--- src/rtl/alu_pipe.sv ---
// Two-stage pipelined ALU with valid/ready handshake on both sides, status flags,
// a running accumulator and a completed-transfer counter.
module alu_pipe #(
    parameter int WIDTH   = 8,
    parameter int COUNT_W = 16
) (
    input  logic                 clk,
    input  logic                 reset,
    input  logic                 in_valid,
    output logic                 in_ready,
    input  logic [WIDTH-1:0]     A,
    input  logic [WIDTH-1:0]     B,
    input  logic [2:0]           sel,
    input  logic                 acc_clr,
    output logic                 out_valid,
    input  logic                 out_ready,
    output logic [2*WIDTH-1:0]   result,
    output logic                 carry,
    output logic                 zero,
    output logic                 ovf,
    output logic [COUNT_W-1:0]   op_count
);

    localparam int RES_W = 2 * WIDTH;
    localparam int SH_W  = $clog2(RES_W);

    localparam logic [2:0] OP_ADD = 3'b000;
    localparam logic [2:0] OP_SUB = 3'b001;
    localparam logic [2:0] OP_MUL = 3'b010;
    localparam logic [2:0] OP_AND = 3'b011;
    localparam logic [2:0] OP_OR  = 3'b100;
    localparam logic [2:0] OP_XOR = 3'b101;
    localparam logic [2:0] OP_SHL = 3'b110;
    localparam logic [2:0] OP_ACC = 3'b111;

    logic               s1_valid_q;
    logic [WIDTH-1:0]   a_q;
    logic [WIDTH-1:0]   b_q;
    logic [2:0]         sel_q;

    logic               out_valid_q;
    logic [RES_W-1:0]   result_q;
    logic               carry_q;
    logic               zero_q;
    logic               ovf_q;
    logic [RES_W-1:0]   acc_q;
    logic [COUNT_W-1:0] op_count_q;

    logic               en1;
    logic               en2;
    logic [WIDTH:0]     sum_w;
    logic [WIDTH:0]     diff_w;
    logic [RES_W-1:0]   acc_d;
    logic [RES_W-1:0]   result_d;
    logic               carry_d;
    logic               zero_d;
    logic               ovf_d;

    assign en2      = !out_valid_q || out_ready;
    assign en1      = !s1_valid_q || en2;
    assign in_ready = en1;

    assign out_valid = out_valid_q;
    assign result    = result_q;
    assign carry     = carry_q;
    assign zero      = zero_q;
    assign ovf       = ovf_q;
    assign op_count  = op_count_q;

    always_comb begin
        sum_w    = {1'b0, a_q} + {1'b0, b_q};
        diff_w   = {1'b0, a_q} - {1'b0, b_q};
        // A clear on the same edge as an ACC entering S2 wins first, so the op sees acc = 0.
        acc_d    = (acc_clr ? '0 : acc_q) + RES_W'(a_q);
        result_d = '0;
        carry_d  = 1'b0;
        ovf_d    = 1'b0;
        case (sel_q)
            OP_ADD: begin
                result_d = RES_W'(sum_w);
                carry_d  = sum_w[WIDTH];
                ovf_d    = (a_q[WIDTH-1] == b_q[WIDTH-1]) && (sum_w[WIDTH-1] != a_q[WIDTH-1]);
            end
            OP_SUB: begin
                result_d = RES_W'(diff_w[WIDTH-1:0]);
                carry_d  = diff_w[WIDTH];
                ovf_d    = (a_q[WIDTH-1] != b_q[WIDTH-1]) && (diff_w[WIDTH-1] != a_q[WIDTH-1]);
            end
            OP_MUL:  result_d = RES_W'(a_q) * RES_W'(b_q);
            OP_AND:  result_d = RES_W'(a_q & b_q);
            OP_OR:   result_d = RES_W'(a_q | b_q);
            OP_XOR:  result_d = RES_W'(a_q ^ b_q);
            OP_SHL:  result_d = RES_W'(a_q) << b_q[SH_W-1:0];
            default: result_d = acc_d;
        endcase
        zero_d = (result_d == '0);
    end

    always_ff @(posedge clk or posedge reset) begin
        if (reset) begin
            s1_valid_q  <= 1'b0;
            a_q         <= '0;
            b_q         <= '0;
            sel_q       <= '0;
            out_valid_q <= 1'b0;
            result_q    <= '0;
            carry_q     <= 1'b0;
            zero_q      <= 1'b0;
            ovf_q       <= 1'b0;
            acc_q       <= '0;
            op_count_q  <= '0;
        end else begin
            if (en1) begin
                s1_valid_q <= in_valid;
                if (in_valid) begin
                    a_q   <= A;
                    b_q   <= B;
                    sel_q <= sel;
                end
            end
            if (en2) begin
                out_valid_q <= s1_valid_q;
                if (s1_valid_q) begin
                    result_q <= result_d;
                    carry_q  <= carry_d;
                    zero_q   <= zero_d;
                    ovf_q    <= ovf_d;
                end
            end
            if (en2 && s1_valid_q && (sel_q == OP_ACC)) begin
                acc_q <= acc_d;
            end else if (acc_clr) begin
                acc_q <= '0;
            end
            if (out_valid_q && out_ready) begin
                op_count_q <= op_count_q + COUNT_W'(1);
            end
        end
    end

endmodule

--- config.mk ---
export PLATFORM = sky130hd
export DESIGN_NAME = alu_pipe
export DESIGN_NICKNAME = d
export VERILOG_FILES = /design/src/rtl/alu_pipe.sv
export SDC_FILE = /design/constraint.sdc
export NUM_CORES = 1
export LEC_CHECK = 0
export BUFFER_PORTS_ARGS = -buffer_cell sky130_fd_sc_hd__buf_2
export CORE_MARGIN = 10
export CORE_UTILIZATION = 57
export CTS_BUF_LIST = sky130_fd_sc_hd__clkbuf_2 sky130_fd_sc_hd__clkbuf_4 sky130_fd_sc_hd__clkbuf_8
export CTS_CLUSTER_DIAMETER = 80
export CTS_CLUSTER_SIZE = 40
export DETAILED_ROUTE_END_ITERATION = 8
export GPL_ROUTABILITY_DRIVEN = 0
export PLACE_DENSITY = 0.83
export SYNTH_ARGS = -nofsm -noshare
export SYNTH_HDL_FRONTEND = slang
export SYNTH_SLANG_ARGS = --single-unit
--- constraint.sdc ---
create_clock -name clk -period 4.5 [get_ports clk]
set_input_delay 0.9 -clock clk [delete_from_list [all_inputs] [get_ports clk]]
set_output_delay 0.9 -clock clk [all_outputs]
set_load 0.005 [all_outputs]
==> results.ini <==
[timing]
setup_viol=3
rsz0062_at_grt=true
holdWs_ns=0.474
fin_ws_ns=-0.0880
max_slew_margin_pct=27.0
fmax_mhz=218
hold_viol_final=0
skew_ns=0.0200
fin_crit_ns=4.59
slew_violations=0
tightest_slew_ns=1.09
period_share_pct=102
totalNegativeSetupSlack_ns=-0.160

[floorplan]
die_h_um=136
fp.dieArea_um2=18500
io-pin-count=61
num_rows=42
die_w_um=136
initial_core_util_pct=58.0
coreArea_um2=13200

[global_route]
grt_util_all_layers_pct=25.3
use_met2_pct=40.0
antenna_found_initial=0
use_met1_pct=31.2
grt_pass1_wl_mm=37.2
top_usage_layer=met2
grt_overflow=0
grt_pass1_vias=7288
grt_start_max_net_pins=50
use_met3_pct=5.98

[synthesis]
syn_nets=1002
yosysTopAreaCellShare_pct=23.4
synth.avg_cell_area_um2=8.84
ys_warn_count=0
synth.area.top_cells=dfrtp_1 23%, ha_1 11%, fa_1 10%
synth_edf_count=0
ys_seq_elements=72
netlist_instances=869
synth_flop_cell=dfrtp_1
async_reset_ff_share_pct=100
synth_seq_area_share_pct=23.4
synth_area_um2=7680
synth_cell_types=75
synth_top_cell_by_area=dfrtp_1

[pwr]
switching_share_pct=47.9
leakagePower_nw=4.37
p_per_area_nw_per_um2=683
power_frac_comb_pct=77.5
seqPwrFrac_pct=13.7
p_int_mw=3.30
vdd_drop_max_mv=0.590
clock_power_share_pct=8.8
power_switching_mw=3.03

[finish]
num_antenna_cells=0
drive_gt1_share_pct=29.6
fin_util_pct=70.0
final_area_um2=9280
layout.cells.non_filler=1178
fin_nets=1130
areaGrowthSynthToFinish_pct=20.7

[cts]
cts_root_buffer=clkbuf_8
clk_latency_ns=0.39
h-tree-depth=3
cts_sinks=72
cts_buffer_depth=2
cts_tree=done
holdBufCountCts=0
cts_buffers=9
path_clk_slew_ns=0.10

[routing]
route.antenna.remaining_nets=0
firstDrtPassIters=9
drc=0
dr_total_vias=7498
avgRoutedWirePerCell_um=20.6
drt_wl_total_mm=24.3
drt_iter0_drc=990
routed_via_density=6.37

[placement]
dp.cells=1147
place_hpwl_mm=17.6
dpl_cell_area_um2=8650
portBuffers=60

[worst_setup_path]
cp-start-kind=flop
slowest_stage=fa_1
critPathMaxFanout=5
path_cells=inv_2 > buf_4 > nor2_1 > fa_2 > ha_1 > inv_1 > fa_1 > fa_1 > inv_1 > ha_4 > and3_4 > a22o_4 > o211ai_1 > nand2_1 > xnor2_1 > a221oi_1 > buf_4 > nand4_1 > o21ai_1
arrival_ns=4.91
critical_path_class=flop to flop
cp.required_ns=4.82
endpoint_kind=flop
slowest_delay_ns=0.54

[run]
max_cap_violations=0

[run_status]
violations=negative setup slack
status=finished with violations

[worst_hold_path]
hp-class=flop to flop

## power groups by stage
stage	combinational, mW	clock [mW]	sequential [mW]
2_1_floorplan	2.56	0	0.878
3_3_place_gp	3.68	0	0.870
3_5_place_dp	3.78	0	0.875
4_1_cts	3.98	0.558	0.865
5_1_grt	5.31	0.588	0.883
6_report	4.91	0.556	0.867
## placed cells by master (no fill, tap or decap), types with 19 or more instances in the layout
master    count
buf_4        89
nor2_1       88
dfrtp_1      65
nand2_1      63
inv_1        63
ha_1         62
buf_2        60
fa_1         36
o21ai_0      32
mux2_2       30
nand3_1      29
xnor2_1      28
a21oi_1      26
nand2b_1     23
nor2b_1      21
inv_2        19
## layer usage
layer | routed length [um] | up-vias
li1 | - | 3290
met1 | 9000 | 3543
met2 | 11200 | 504
met3 | 2560 | 161
met4 | 1540 | 0
met5 | 0 | -
## timing repair
action | 4_1_cts | 5_1_grt
setup buffers | 7 | 9
resized for setup | 26 | 49
endpoints found under the hold margin | 0 | 0
endpoints found under the setup margin | 9 | 11
pin swaps | 16 | 31
## Yosys cell counts, types with 6 or more instances
library cell,instances
a211oi_1,6
a21o_1,6
a21oi_1,31
and2_1,7
and3_1,7
buf_2,12
clkbuf_1,17
dfrtp_1,72
fa_1,39
ha_1,70
inv_1,81
mux2_2,30
mux2i_1,13
nand2_1,66
nand2b_1,23
nand3_1,31
nand4_1,9
nor2_1,94
nor2b_1,22
nor3_1,17
o2111ai_1,7
o21ai_0,35
o21ai_1,9
or3_1,6
xnor2_1,28
xor2_1,17
## logic make-up after synthesis
group / Yosys count / synth area share (%)
compound gates: 165 / 15.3
xor+xnor: 45 / 5.13
fa+ha+maj: 109 / 21.6
buf+inv: 121 / 6.79
flops: 72 / 23.4
mux: 52 / 8.34
simple gates: 305 / 19.5
## worst max-delay path: cells and delay by family, from the launching register on
kind,cells,cell delay [ns]
buffers and inverters,5,0.55
AO/OA/AOI/OAI,4,0.84
AND/OR/NAND/NOR,4,0.51
XOR/XNOR,1,0.13
adder cells (fa/ha/maj),5,2.07
flip-flops,1,0.42
## layout make-up
| class | count | area, um^2 |
|---|---|---|
| Fill cell | 969 | 3970 |
| Clock buffer | 9 | 124 |
| Clock inverter | 7 | 77.6 |
| Multi-Input combinational cell | 676 | 5680 |
| Tap cell | 176 | 220 |
| Timing Repair Buffer | 155 | 1040 |
| Sequential cell | 72 | 1810 |
| Inverter | 83 | 314 |
## stage by stage
step / power [mW] / setup WS (ns)
global placement: 4.55 / -0.0663
finish: 6.33 / -0.0880
global route: 6.78 / -0.284
detailed placement: 4.66 / -0.206
floorplan: 3.44 / 0.0110
CTS: 5.40 / 0.00545
## path summary, 6_finish.rpt
| kind | startpoint | endpoint | slack (ns) | cells past startpoint |
|---|---|---|---|---|
| worst min-delay path | op_count[15] | op_count[15] | 0.47 | 1 |
| worst max-delay path | b_q[2] | zero | -0.09 | 19 |
| max in group asynchronous | reset | result[7] | 2.79 | 3 |
| min in group asynchronous | reset | acc_q[13] | 0.78 | 2 |
| worst max register to register | b_q[2] | zero | -0.09 | 19 |
| worst min register to register | op_count[15] | op_count[15] | 0.47 | 1 |
## sequential cells by signal, summed over array words and instances (netlist names)
| name | cells |
|---|---|
| a_q | 8 |
| acc_q | 16 |
| b_q | 8 |
| carry | 1 |
| op_count | 16 |
| out_valid | 1 |
| ovf | 1 |
| result | 16 |
| s1_valid_q | 1 |
| sel_q | 3 |
| zero | 1 |
No activity file was read; power rests on OpenSTA's default activity.
